## config.mk

```make
export PLATFORM = sky130hd
export DESIGN_NAME = race_sequencer
export DESIGN_NICKNAME = d
export VERILOG_FILES = /design/src/rtl/race_sequencer.sv
export SDC_FILE = /design/constraint.sdc
export NUM_CORES = 1
export LEC_CHECK = 0
export CORE_MARGIN = 2
export CORE_UTILIZATION = 35
export DETAILED_ROUTE_END_ITERATION = 8
export HOLD_SLACK_MARGIN = 0.06
export PLACE_DENSITY = 0.56
export SYNTH_ARGS = -nofsm -noshare
export SYNTH_HDL_FRONTEND = slang
export SYNTH_SLANG_ARGS = --single-unit
```

## constraint.sdc

```tcl
create_clock -name clk -period 3.85 [get_ports clk]
set_clock_uncertainty 0.2 [all_clocks]
set_input_delay 0.385 -clock clk [delete_from_list [all_inputs] [get_ports clk]]
set_output_delay 0.385 -clock clk [all_outputs]
set_load 0.01 [all_outputs]
```

## src/rtl/race_sequencer.sv

```systemverilog
// ---------------------------------------------------------------------------
// race_sequencer
// Game-flow controller for the player car. It sequences a race through
// countdown, racing, level pause and end-of-game states. It also keeps lives,
// fuel and per-level distance. All game decisions are taken on frame ticks,
// except the game start, the fuel pickup and the edge hit, which act on any
// cycle. Every output is a register.
//
// Ports
//   clk, reset       : system clock, synchronous active-high reset
//   startOfFrame     : one-cycle frame tick
//   start_key        : level signal, rising edge starts a game
//   car_speed [7:0]  : distance units added per frame tick while racing
//   hit_edge         : road-edge collision, rising edge costs a life
//   fuel_pickup      : one-cycle pulse, adds FUEL_BONUS while racing
//   level [2:0]      : current level
//   gameOver         : high in GAME_OVER and WIN
//   race_active      : high in RACE
//   countdown [1:0]  : 3/2/1 during the countdown, else 0
//   fuel [9:0]       : remaining fuel
//   lives [1:0]      : remaining lives
//   distance [15:0]  : distance covered in the current level
//   level_done       : one-cycle pulse on entry to LEVEL_DONE
//   win              : high in WIN
// ---------------------------------------------------------------------------
module race_sequencer #(
    parameter int FRAMES_PER_DIGIT   = 30,
    parameter int LEVEL_DISTANCE     = 20000,
    parameter int FUEL_MAX           = 900,
    parameter int FUEL_BONUS         = 200,
    parameter int LIVES              = 3,
    parameter int INVULN_FRAMES      = 30,
    parameter int LEVEL_PAUSE_FRAMES = 60,
    parameter int NUM_LEVELS         = 8
) (
    input  logic        clk,
    input  logic        reset,
    input  logic        startOfFrame,
    input  logic        start_key,
    input  logic [7:0]  car_speed,
    input  logic        hit_edge,
    input  logic        fuel_pickup,
    output logic [2:0]  level,
    output logic        gameOver,
    output logic        race_active,
    output logic [1:0]  countdown,
    output logic [9:0]  fuel,
    output logic [1:0]  lives,
    output logic [15:0] distance,
    output logic        level_done,
    output logic        win
);

    typedef enum logic [2:0] {
        S_IDLE       = 3'd0,
        S_COUNTDOWN  = 3'd1,
        S_RACE       = 3'd2,
        S_LEVEL_DONE = 3'd3,
        S_GAME_OVER  = 3'd4,
        S_WIN        = 3'd5
    } state_t;

    localparam logic [15:0] LP_DIGIT_LAST = 16'(FRAMES_PER_DIGIT - 1);
    localparam logic [15:0] LP_PAUSE_LAST = 16'(LEVEL_PAUSE_FRAMES - 1);
    localparam logic [15:0] LP_INVULN     = 16'(INVULN_FRAMES);
    localparam logic [9:0]  LP_FUEL_MAX   = 10'(FUEL_MAX);
    localparam logic [11:0] LP_FUEL_MAX_W = 12'(FUEL_MAX);
    localparam logic [11:0] LP_BONUS_W    = 12'(FUEL_BONUS);
    localparam logic [1:0]  LP_LIVES      = 2'(LIVES);
    localparam logic [2:0]  LP_LAST_LEVEL = 3'(NUM_LEVELS - 1);
    localparam logic [16:0] LP_LEVEL_DIST = 17'(LEVEL_DISTANCE);

    state_t      r_state;
    logic        r_start_d;
    logic        r_hit_d;
    logic        r_mask;      // high for the first cycle after reset: no edges then
    logic [1:0]  r_digit;
    logic [15:0] r_sub;
    logic [15:0] r_invuln;
    logic [15:0] r_pause;

    state_t      w_state;
    logic [2:0]  w_level;
    logic [9:0]  w_fuel;
    logic [1:0]  w_lives;
    logic [15:0] w_distance;
    logic [1:0]  w_digit;
    logic [15:0] w_sub;
    logic [15:0] w_invuln;
    logic [15:0] w_pause;
    logic        w_level_done;

    logic        w_start_rise;
    logic        w_hit_rise;
    logic        w_hit_take;
    logic [16:0] w_dist_sum;
    logic [15:0] w_dist_sat;
    logic [11:0] w_fuel_add;
    logic [9:0]  w_fuel_pre;
    logic [9:0]  w_fuel_tick;

    // A level held high across reset release is masked for one cycle,
    // so it never looks like a rise.
    assign w_start_rise = start_key & ~r_start_d & ~r_mask;
    assign w_hit_rise   = hit_edge  & ~r_hit_d   & ~r_mask;
    assign w_hit_take   = w_hit_rise && (r_invuln == 16'd0) && (lives != 2'd0);

    assign w_dist_sum  = {1'b0, distance} + {9'd0, car_speed};
    assign w_dist_sat  = w_dist_sum[16] ? 16'hFFFF : w_dist_sum[15:0];

    // Pickup is applied before the frame decrement, so a coincident
    // pickup and tick give min(fuel + bonus, max) - 1.
    assign w_fuel_add  = {2'b00, fuel} + LP_BONUS_W;
    assign w_fuel_pre  = !fuel_pickup ? fuel :
                         (w_fuel_add > LP_FUEL_MAX_W) ? LP_FUEL_MAX : w_fuel_add[9:0];
    assign w_fuel_tick = (w_fuel_pre == 10'd0) ? 10'd0 : (w_fuel_pre - 10'd1);

    // Next-state and next-value logic for the game flow.
    always_comb begin
        w_state      = r_state;
        w_level      = level;
        w_fuel       = fuel;
        w_lives      = lives;
        w_distance   = distance;
        w_digit      = r_digit;
        w_sub        = r_sub;
        w_invuln     = r_invuln;
        w_pause      = r_pause;
        w_level_done = 1'b0;
        case (r_state)
            S_IDLE, S_GAME_OVER, S_WIN: begin
                if (w_start_rise) begin
                    w_state    = S_COUNTDOWN;
                    w_level    = 3'd0;
                    w_lives    = LP_LIVES;
                    w_fuel     = LP_FUEL_MAX;
                    w_distance = 16'd0;
                    w_digit    = 2'd3;
                    w_sub      = 16'd0;
                    w_invuln   = 16'd0;
                    w_pause    = 16'd0;
                end else begin
                    w_state = r_state;
                end
            end
            S_COUNTDOWN: begin
                if (startOfFrame) begin
                    if (r_sub == LP_DIGIT_LAST) begin
                        w_sub = 16'd0;
                        if (r_digit == 2'd1) begin
                            w_state = S_RACE;
                            w_digit = 2'd0;
                        end else begin
                            w_digit = r_digit - 2'd1;
                        end
                    end else begin
                        w_sub = r_sub + 16'd1;
                    end
                end else begin
                    w_sub = r_sub;
                end
            end
            S_RACE: begin
                if (startOfFrame) begin
                    w_fuel     = w_fuel_tick;
                    w_distance = w_dist_sat;
                end else begin
                    w_fuel     = w_fuel_pre;
                end
                if (w_hit_take) begin
                    w_lives  = lives - 2'd1;
                    w_invuln = LP_INVULN;
                end else if (startOfFrame && (r_invuln != 16'd0)) begin
                    w_invuln = r_invuln - 16'd1;
                end else begin
                    w_invuln = r_invuln;
                end
                // Losing the last life beats finishing the level, which beats
                // running dry on the same tick.
                if (w_hit_take && (lives == 2'd1)) begin
                    w_state = S_GAME_OVER;
                end else if (startOfFrame && ({1'b0, w_dist_sat} >= LP_LEVEL_DIST)) begin
                    w_state      = S_LEVEL_DONE;
                    w_level_done = 1'b1;
                    w_distance   = 16'd0;
                    w_invuln     = 16'd0;
                    w_pause      = 16'd0;
                end else if (startOfFrame && (w_fuel_tick == 10'd0)) begin
                    w_state = S_GAME_OVER;
                end else begin
                    w_state = S_RACE;
                end
            end
            S_LEVEL_DONE: begin
                if (startOfFrame) begin
                    if (r_pause == LP_PAUSE_LAST) begin
                        w_pause = 16'd0;
                        if (level == LP_LAST_LEVEL) begin
                            w_state = S_WIN;
                        end else begin
                            w_state = S_COUNTDOWN;
                            w_level = level + 3'd1;
                            w_fuel  = LP_FUEL_MAX;
                            w_digit = 2'd3;
                            w_sub   = 16'd0;
                        end
                    end else begin
                        w_pause = r_pause + 16'd1;
                    end
                end else begin
                    w_pause = r_pause;
                end
            end
            default: begin
                w_state = S_IDLE;
            end
        endcase
    end

    // State, counters and registered outputs.
    always_ff @(posedge clk) begin
        if (reset) begin
            r_state     <= S_IDLE;
            r_start_d   <= 1'b0;
            r_hit_d     <= 1'b0;
            r_mask      <= 1'b1;
            r_digit     <= 2'd0;
            r_sub       <= 16'd0;
            r_invuln    <= 16'd0;
            r_pause     <= 16'd0;
            level       <= 3'd0;
            gameOver    <= 1'b0;
            race_active <= 1'b0;
            countdown   <= 2'd0;
            fuel        <= LP_FUEL_MAX;
            lives       <= LP_LIVES;
            distance    <= 16'd0;
            level_done  <= 1'b0;
            win         <= 1'b0;
        end else begin
            r_state     <= w_state;
            r_start_d   <= start_key;
            r_hit_d     <= hit_edge;
            r_mask      <= 1'b0;
            r_digit     <= w_digit;
            r_sub       <= w_sub;
            r_invuln    <= w_invuln;
            r_pause     <= w_pause;
            level       <= w_level;
            gameOver    <= (w_state == S_GAME_OVER) || (w_state == S_WIN);
            race_active <= (w_state == S_RACE);
            countdown   <= (w_state == S_COUNTDOWN) ? w_digit : 2'd0;
            fuel        <= w_fuel;
            lives       <= w_lives;
            distance    <= w_distance;
            level_done  <= w_level_done;
            win         <= (w_state == S_WIN);
        end
    end

endmodule

```

# Yosys cells after proc, flatten, opt, wreduce, memory -nomap -nowiden
# Index checks and enable logic that the tools add are counted.
[op_classes]
n_reduce_logical = 26
n_bitwise = 9
eq_ne = 22
order_cmp = 2
mux = 60
n_addsub = 9
[op_table]
columns = ["op", "count"]
rows = [
  ["16-bit 2-to-1 mux", 18],
  ["16-bit case mux with 3 select lines", 2],
  ["10-bit 2-to-1 mux", 8],
  ["16-bit case mux with 2 select lines", 2],
  ["3-bit 2-to-1 mux", 14],
  ["16-bit by 1-bit adder with 16-bit output, second input constant", 2],
  ["10-bit case mux with 3 select lines", 1],
  ["10-bit logical NOT", 2],
  ["2-bit 2-to-1 mux", 9],
  ["16-bit by 8-bit adder with 17-bit output", 1],
  ["16-bit by 5-bit == test with 1-bit output, second input constant", 1],
  ["16-bit by 6-bit == test with 1-bit output, second input constant", 1],
  ["16-bit by 15-bit >= comparator with 1-bit output, second input constant", 1],
  ["16-bit logical NOT", 1],
  ["2-bit inequality test, second input constant", 8],
  ["16-bit nonzero test", 1],
  ["16-bit by 1-bit subtractor with 16-bit output, second input constant", 1],
  ["3-bit == test, second input constant", 5],
  ["5-bit AND reduction", 3],
  ["3-bit case mux with 4 select lines", 1],
  ["10-bit by 8-bit adder with 11-bit output, second input constant", 1],
  ["11-bit by 10-bit greater-than comparator with 1-bit output, second input constant", 1],
  ["10-bit by 1-bit subtractor with 10-bit output, second input constant", 1],
  ["3-bit by 2-bit == test with 1-bit output, second input constant", 3],
  ["20 further kinds", 40],
]
[word_totals]
output_inout_bits = 37
inputBits = 14
ff_bits = 93

# Depth between registers and ports, before layout
# Gate-level depths: netlist (run 1).
[logic_depth]
ltp_word = 15
mapped_depth = 15
mapped_depth_nobuf = 15

# Worst setup path after synthesis (run 1)
# OpenSTA, ideal clock, no wires.
[synth_path]
kind = "register to register"
start = "register fuel[4]"
end = "register r_state[2]"
stages_incl_launch_ff = 16
period_less_slack_ps = 3671
t_arrival_ps = 3400
t_required_ps = 3579
slack_ps = 179
setup_time_ps = 71
n_path_buf = 0
cell_sequence = "dfxtp_1 -> ha_1 -> a21oi_4 -> nor3_2 -> a311oi_4 -> nor3_1 -> o21ai_0 -> nand2_1 -> ha_1 -> nand2_1 -> and3_1 -> o211ai_1 -> a2111oi_0 -> o2111ai_1 -> or3_4 -> a21oi_1"
[synth_between]
elab_chain_cells = 12
word_cells_on_any_way = 13
classes_between = "2 x add/sub; 1 x order compare; 7 x mux; 3 x reduce/logical"
[synth_lines]
columns = ["item", "line_no", "text"]
rows = [
  ["start, declared", "47", "output logic [9:0] fuel,"],
  ["start signal, assigned", "253", "fuel <= w_fuel;"],
  ["10-bit by 8-bit adder with 11-bit output", "113", "assign w_fuel_add = {2'b00, fuel} + LP_BONUS_W;"],
  ["11-bit by 10-bit greater-than comparator with 1-bit output", "115", "(w_fuel_add > LP_FUEL_MAX_W) ? LP_FUEL_MAX : w_fuel_add[9:0];"],
  ["10-bit 2-to-1 mux", "115", ""],
  ["10-bit 2-to-1 mux (*)", "114", "assign w_fuel_pre = !fuel_pickup ? fuel :"],
  ["10-bit by 1-bit subtractor with 10-bit output / 10-bit logical NOT (equally long branches)", "116", "assign w_fuel_tick = (w_fuel_pre == 10'd0) ? 10'd0 : (w_fuel_pre - 10'd1);"],
  ["10-bit 2-to-1 mux (*)", "116", ""],
  ["10-bit logical NOT (*)", "188", "end else if (startOfFrame && (w_fuel_tick == 10'd0)) begin"],
  ["1-bit logical AND (*)", "188", ""],
  ["3-bit 2-to-1 mux (*)", "188", ""],
  ["3-bit 2-to-1 mux (*)", "182", "end else if (startOfFrame && ({1'b0, w_dist_sat} >= LP_LEVEL_DIST)) begin"],
  ["3-bit 2-to-1 mux (*)", "180", "if (w_hit_take && (lives == 2'd1)) begin"],
  ["3-bit case mux with 4 select lines (*)", "130", "case (r_state)"],
  ["end signal, assigned", "241", "r_state <= w_state;"],
  ["end, declared", "73", "state_t r_state;"],
]
# Every way passes the cells marked *; elsewhere a longest branch is shown, timed or not.
# A chain may end at the register's enable or synchronous reset.

# Worst setup path after layout (run 1)
[layout_path]
start = "input port car_speed[0]"
end = "register distance[9]"
[layout_between]
elab_chain_cells = 7
word_cells_on_any_way = 8
classes_between = "1 x add/sub; 1 x order compare; 5 x mux; 1 x reduce/logical"
[layout_lines]
columns = ["item", "line_no", "text"]
rows = [
  ["start, declared", "40", "input logic [7:0] car_speed,"],
  ["16-bit by 8-bit adder with 17-bit output (*)", "108", "assign w_dist_sum = {1'b0, distance} + {9'd0, car_speed};"],
  ["16-bit 2-to-1 mux (*)", "109", "assign w_dist_sat = w_dist_sum[16] ? 16'hFFFF : w_dist_sum[15:0];"],
  ["16-bit by 15-bit >= comparator with 1-bit output", "182", ""],
  ["1-bit logical AND", "182", ""],
  ["16-bit 2-to-1 mux", "182", ""],
  ["16-bit 2-to-1 mux (*)", "180", ""],
  ["16-bit case mux with 2 select lines (*)", "130", ""],
  ["end signal, assigned", "255", "distance <= w_distance;"],
  ["end, declared", "49", "output logic [15:0] distance,"],
]
# Marked as above.

==> results.py, run 1 <==
metrics = {
    "critical_path": {
        "crit_type": "input port to flop",
        "worstPathArrival_ns": 3.79,
        "crit_path_start_kind": "input port",
        "critPathCaptureType": "flop",
        "cp_max_fo": 7,
        "cp.required_ns": 3.91,
        "cp_cell_sequence": "clkdlybuf4s50_1, ha_1, inv_1, fa_1, nor2b_2, o2111a_1, o41a_1, a21oi_1, nor4_1, o221a_2, buf_12, nor2_2, a211o_1, and2_1, a311oi_2",
        "slowest_stage": "clkdlybuf4s50_1",
        "cpPeakStageDelay_ns": 0.46,
    },
    "route": {
        "post_drt_wl_per_cell_um": 14.8,
        "num_vias": 6294,
        "drc": 0,
        "detail_route.first_pass.iterations": 5,
        "drt_wl_total_mm": 17.3,
        "ant_nets": 0,
        "drt_iter0_markers": 421,
        "viasPerCell": 5.37,
    },
    "timing": {
        "grt_setup_unrepaired": "true",
        "slew_viol_final": 0,
        "fin_ws_ns": 0.129,
        "finalHoldViolCount": 0,
        "worst_slew_pin_slew_ns": 0.706,
        "max_slew_margin_pct": 52.7,
        "whs_ns": 0.270,
        "fin_crit_sh_pct": 96.7,
        "setup_violations": 0,
        "setup_tns_ns": 0,
        "clock.fmax_ghz": 0.269,
        "period_needed_ns": 3.72,
    },
    "logic_synthesis": {
        "syn_avg_cell_area_um2": 7.47,
        "synth.net_count": 869,
        "ys_seq_elements": 93,
        "synth_top_area_share_pct": 29.9,
        "netlist_instances": 834,
        "synth.area.top_cells": "dfxtp_1, a21oi_1, nand2_1",
        "syn_area_um2": 6230,
        "ys_seq_area_share_pct": 29.9,
        "synth_ff_type": "dfxtp_1",
        "yosys.area.top_type": "dfxtp_1",
        "synth-async-reset-ratio_pct": 0,
        "synth_edf_count": 0,
        "yosysUniqueCellTypes": 87,
        "yosysWarnings": 0,
    },
    "global_route": {
        "grt_pass1_vias": 5765,
        "grt_max_degree": 35,
        "globalRouteOverflowTotal": 0,
        "track_usage_pct": 19.0,
        "grt_first_pass_wirelength_mm": 28.7,
        "antenna_found_initial": 0,
    },
    "clocking": {
        "cts_tree": "done",
        "insertion_delay_ns": 0.35,
        "cts_htree_levels": 3,
        "cts.sinks": 93,
        "hold_buffers": 0,
        "clkTransAtPathRegs_ns": 0.07,
        "ctsLongestPathBuffers": 2,
        "cts_root_buf": "clkbuf_16",
        "cts_buffers": 9,
    },
    "cells_and_area": {
        "area_delta_synth_final_pct": 26.0,
        "nFillCells": 1763,
        "final_cell_mix": "nand2_1, nor2_1, dfxtp_1",
        "nNetsFinal": 976,
        "drive_gt1_share_pct": 16.2,
        "layout_commonest_cell": "nand2_1",
        "n_antenna_cell": 0,
    },
    "floorplanning": {
        "dieHeight_um": 137,
        "initial_core_util_pct": 35.9,
        "num_io_pins": 51,
        "die_w_um": 137,
        "design.die.area_um2": 18900,
        "core_um2": 17400,
        "rows": 48,
    },
    "placement": {
        "portBuffers": 50,
        "globalplace.congestion": 0.881,
        "dp_hpwl_mm": 13.0,
        "post-place-ws_ns": -0.284,
    },
    "job": {
        "max-cap-violations": 0,
    },
    "hold_path": {
        "hold_class": "flop to flop",
    },
    "run_status": {
        "status": "completed",
    },
    "pwr": {
        "vdd_drop_max_mv": 0.251,
        "p_leak_nw": 2.98,
        "p_total_mw": 2.07,
        "p_per_area_nw_per_um2": 263,
    },
}
-- layer usage --
| layer | wire length [um] | part of all wire, % | GRT usage [%] | vias to the layer above |
|---|---|---|---|---|
| li1 | - | - | - | 3275 |
| met1 | 8590 | 50 | 26.5 | 2903 |
| met2 | 7960 | 46 | 30.8 | 106 |
| met3 | 652 | 3.8 | 3.64 | 10 |
| met4 | 133 | 0.77 | 3.38 | 0 |
| met5 | 0 | 0 | 0 | - |
-- area by class of cell --
type	count	area, um2	area share, %
repair buffers	134	1140	14.5
inverters	20	75.1	0.957
clock buffers	9	225	2.87
multi-input cells	683	4190	53.4
flip-flops and latches	93	1860	23.7
well taps	225	282	3.59
clock inverters	7	73.8	0.941
-- worst paths after layout --
kind           startpoint     endpoint  slack [ns]  cells after the start
max          car_speed[0]  distance[9]        0.13                     15
min reg2reg   r_invuln[9]  r_invuln[9]        0.27                      1
max reg2reg       fuel[5]     gameOver        0.25                     16
min           r_invuln[9]  r_invuln[9]        0.27                      1
-- sequential cells by signal (all words and copies together) (netlist names), 2 cells and up --
name and cells:
fuel 10, countdown 2, lives 2, r_state 3
r_digit 2, r_pause 16, r_invuln 16, level 3
r_sub 16, distance 16
-- timing repair --
item,4_1_cts,5_1_grt
resized for setup,0,17
endpoints found under the hold margin,0,0
buffers inserted,0,1
endpoints found under the setup margin,0,29
-- Yosys cell counts, types with 4 or more instances --
cell and number:
nor2_1 97, o2bb2ai_1 4, or2_2 6, o21a_1 6, a211oi_1 5, a21oi_1 75
clkbuf_1 25, xnor2_1 9, nand3_1 36, and2_1 8, or3_1 12, and3_1 11
nor4_1 8, o21ai_1 5, o31ai_1 6, a31oi_1 18, mux2i_1 7, dfxtp_1 93
nand4_1 8, a21o_1 12, o22ai_1 5, nand2_1 98, inv_1 18, or4_1 8
o211ai_1 4, o21ai_0 67, a22oi_1 4, ha_1 20, xor2_1 8, nor3_1 25
nand2b_1 11, buf_2 8, nor3b_1 8, nand4b_1 4, nor2b_1 14, o2111ai_1 5
-- critical path: cells and delay by family --
kind / cells / cell delay, ns
compound gates: 6 / 1.37
fa+ha+maj: 2 / 0.55
buf+inv: 3 / 0.63
simple gates: 4 / 0.86
-- power by group --
part | switching (mW) | internal [mW] | leakage [nW]
Combinational | 0.114 | 0.0710 | 2.08
Clock | 0.397 | 0.507 | 0.146
Sequential | 0.00679 | 0.969 | 0.751
-- per-stage QoR --
step	std cells	cell area, um2	utilization [%]
after floorplan	834	6230	-
after global placement	1154	7460	43.0
after detailed placement	1154	7460	43.0
after CTS	1170	7760	44.7
after global routing	1171	7850	45.2
final	1171	7850	45.2
-- cell families (layout without fill, tap and decap cells) --
kind of cell | count (synthesis) | in the layout | share of synthesized area [%]
fa+ha+maj | 21 | 21 | 4.34
mux | 11 | 11 | 1.91
buf+inv | 58 | 170 | 4.08
simple gates | 380 | 380 | 30.8
flops | 93 | 93 | 29.9
xor+xnor | 17 | 17 | 2.39
compound gates | 254 | 254 | 26.5
Power figures use the tool's default switching activity.
==> run 2: changes to the inputs <==
--- a/config.mk
+++ b/config.mk
@@ -5,6 +5,7 @@
 export SDC_FILE = /design/constraint.sdc
 export NUM_CORES = 1
 export LEC_CHECK = 0
+export ABC_AREA = 1
 export CORE_MARGIN = 2
 export CORE_UTILIZATION = 35
 export DETAILED_ROUTE_END_ITERATION = 8
==> run 2 against run 1 <==
Largest power group unchanged. Flip-flop and latch count unchanged. Largest cell class unchanged. Worst setup slack improved by 0.28 ns. Clock power decreased by 3.9%. Fmax increased by 8.1%. Die area decreased by 0.39%. Cell area decreased by 7.6%. Power increased by 9.2%. Sequential share of layout area increased by 2.0 points. Global-route usage decreased by 1.4 points. Worst hold slack got worse by 0.12 ns. Synthesized area decreased by 0.40%.
==> results.py, run 2 <==
metrics = {
    "run_status": {
        "status": "completed",
    },
    "route": {
        "drt_wl_total_mm": 15.8,
        "ant_nets": 0,
        "drc": 0,
        "detail_route.first_pass.iterations": 5,
        "post_drt_wl_per_cell_um": 13.2,
        "viasPerCell": 5.00,
        "drt_iter0_markers": 361,
        "num_vias": 6006,
    },
    "logic_synthesis": {
        "synth_top_area_share_pct": 30.0,
        "ys_seq_area_share_pct": 30.0,
        "synth_commonest_cells": "nand2_1, inv_1, nor2_1",
        "synth.area.top_cells": "dfxtp_1, nand2_1, inv_1",
        "netlist_instances": 925,
        "synth_edf_count": 0,
        "yosys.area.top_type": "dfxtp_1",
        "syn_avg_cell_area_um2": 6.70,
        "synth-async-reset-ratio_pct": 0,
        "synth.most_common_cell": "nand2_1",
        "syn_area_um2": 6200,
        "synth_ff_type": "dfxtp_1",
        "yosysWarnings": 0,
        "synth.net_count": 960,
        "ys_seq_elements": 93,
        "yosysUniqueCellTypes": 49,
    },
    "placement": {
        "globalplace.congestion": 0.864,
        "dp_hpwl_mm": 11.7,
        "portBuffers": 50,
    },
    "critical_path": {
        "reg2reg_depth": 24,
        "cp_top_family": "simple AND/OR/NAND/NOR gates",
        "critPathMostFrequentCell": "nand2_1",
        "slowest_stage": "clkdlybuf4s50_1",
        "cpPeakStageDelay_ns": 0.46,
        "startpoint": "car_speed[0]",
        "critPathBufInv": 5,
        "cp_max_fo": 15,
        "crit_path_start_kind": "input port",
        "path_depth": 25,
        "worstReg2RegStart": "distance[0]",
        "critPathCaptureType": "flop",
        "cp.required_ns": 3.94,
        "crit_path_end": "r_pause[3]",
        "reg2reg_slack_ns": 0.50,
        "rr_endpoint": "r_pause[3]",
        "worstPathArrival_ns": 3.53,
        "crit_type": "input port to flop",
    },
    "cells_and_area": {
        "nNetsFinal": 1009,
        "layout_commonest_cell": "nand2_1",
        "drive_gt1_share_pct": 10.1,
        "final_cell_mix": "nand2_1, inv_1, nor2_1",
        "area_delta_synth_final_pct": 16.9,
        "n_antenna_cell": 0,
    },
    "timing": {
        "fin_crit_sh_pct": 89.4,
        "setup_tns_ns": 0,
        "grt_setup_unrepaired": "false",
        "period_needed_ns": 3.44,
        "clock.fmax_ghz": 0.290,
        "slew_viol_final": 0,
        "setup_violations": 0,
        "finalHoldViolCount": 0,
        "worst_slew_pin_slew_ns": 0.556,
        "max_slew_margin_pct": 62.6,
    },
    "global_route": {
        "track_usage_pct": 17.7,
        "globalRouteOverflowTotal": 0,
        "grt_first_pass_wirelength_mm": 26.6,
        "antenna_found_initial": 0,
        "grt_max_degree": 49,
        "grt_pass1_vias": 5585,
    },
    "hold_path": {
        "hold_class": "input port to flop",
    },
    "clocking": {
        "hold_buffers": 0,
        "cts_buffers": 9,
        "cts_root_buf": "clkbuf_16",
        "cts_htree_levels": 3,
        "cts.sinks": 93,
        "ctsLongestPathBuffers": 2,
        "cts-resized-gates": 0,
        "clkTransAtPathRegs_ns": 0.06,
        "post_cts_buffers": 0,
        "insertion_delay_ns": 0.35,
        "cts_tree": "done",
    },
    "pwr": {
        "p_total_mw": 2.26,
        "seqPwrFrac_pct": 44.7,
        "p_sw_share_pct": 28.8,
        "p_leak_nw": 2.94,
        "p_int_mw": 1.61,
        "pwr-share-comb_pct": 16.8,
        "vdd_drop_max_mv": 0.222,
        "p_sw_uw": 651,
        "p_per_area_nw_per_um2": 311,
        "clkPwrFrac_pct": 38.5,
    },
    "floorplanning": {
        "core_um2": 17300,
        "num_io_pins": 51,
        "dieHeight_um": 137,
        "rows": 48,
        "design.die.area_um2": 18800,
        "die_w_um": 137,
        "initial_core_util_pct": 35.9,
    },
    "job": {
        "max-cap-violations": 0,
    },
}
## run 2: metrics by stage
step	cells	util (%)	worst slack [ns]	cell area [um2]	hold WS [ns]
after floorplan	925	-	0.828	6200	0.213
after global placement	1188	40.3	0.0785	6980	0.268
after detailed placement	1188	40.3	0.0344	6980	0.271
after CTS	1201	41.9	0.389	7250	0.148
after global routing	1201	41.9	0.0998	7250	0.159
final	1201	41.9	0.407	7250	0.150
## run 2: worst min-delay path by stage
stage	startpoint	to	cells past startpoint
floorplan	reset	r_mask	0
global placement	r_pause[2]	r_pause[2]	2
detailed placement	r_pause[2]	r_pause[2]	2
CTS	reset	r_state[2]	2
global route	reset	r_digit[0]	2
finish	reset	r_state[2]	2
## run 2: kinds of logic (layout without fill, tap and decap cells)
kind of cell	count (synthesis)	after routing	synth area share, %
compound gates	183	183	17.0
xor+xnor	22	22	3.11
fa+ha+maj	21	21	4.36
buf+inv	145	196	9.30
flops	93	93	30.0
simple gates	461	461	36.2
## run 2: cell type report
cell class	count	area, um2
clock buffer	10	229
sequential	93	1860
clock inverter	3	40.0
fill	1853	10000
tap	225	282
timing repair buffer	63	618
inverter	120	450
multi-input combinational	687	3770
## run 2: power by group through the flow
stage               registers (mW)  clock network, mW  logic, mW
floorplan                     1.03                  0      0.275
global placement              1.03                  0      0.382
detailed placement            1.03                  0      0.381
CTS                           1.01              0.892      0.382
global route                  1.01              0.930      0.427
finish                        1.01              0.868      0.379
## run 2: worst reg2reg max path, cell delays in order, from the launching register on
cell and delay [ns]:
dfxtp_1 0.38, ha_1 0.18, inv_1 0.05, fa_1 0.43, o21ai_2 0.28, nand3_2 0.11
nand2_2 0.15, nand2_4 0.09, nand3_1 0.11, nand2_1 0.06, nor2_1 0.08, nand2_1 0.06
nand2_1 0.06, nand2_1 0.04, nand2_1 0.07, nand2_2 0.06, inv_2 0.07, nand2_1 0.06
nand2_2 0.09, nand2_4 0.13, buf_4 0.20, nor2_4 0.07, xor2_1 0.14, inv_1 0.06
nor2_2 0.06
## run 2: layer usage
metal	share of wire, %	vias up	GRT usage [%]
li1	-	3181	-
met1	50	2730	23.4
met2	45	73	29.0
met3	2.6	22	2.52
met4	2.1	0	6.70
met5	0	-	0
==> run 3: changes to the inputs <==
--- a/config.mk
+++ b/config.mk
@@ -6,6 +6,7 @@
 export NUM_CORES = 1
 export LEC_CHECK = 0
 export ABC_AREA = 1
+export CAP_MARGIN = 20
 export CORE_MARGIN = 2
 export CORE_UTILIZATION = 35
 export DETAILED_ROUTE_END_ITERATION = 8
==> results of run 3 <==
Final layout, timing and power as in run 2 (identical DEF).
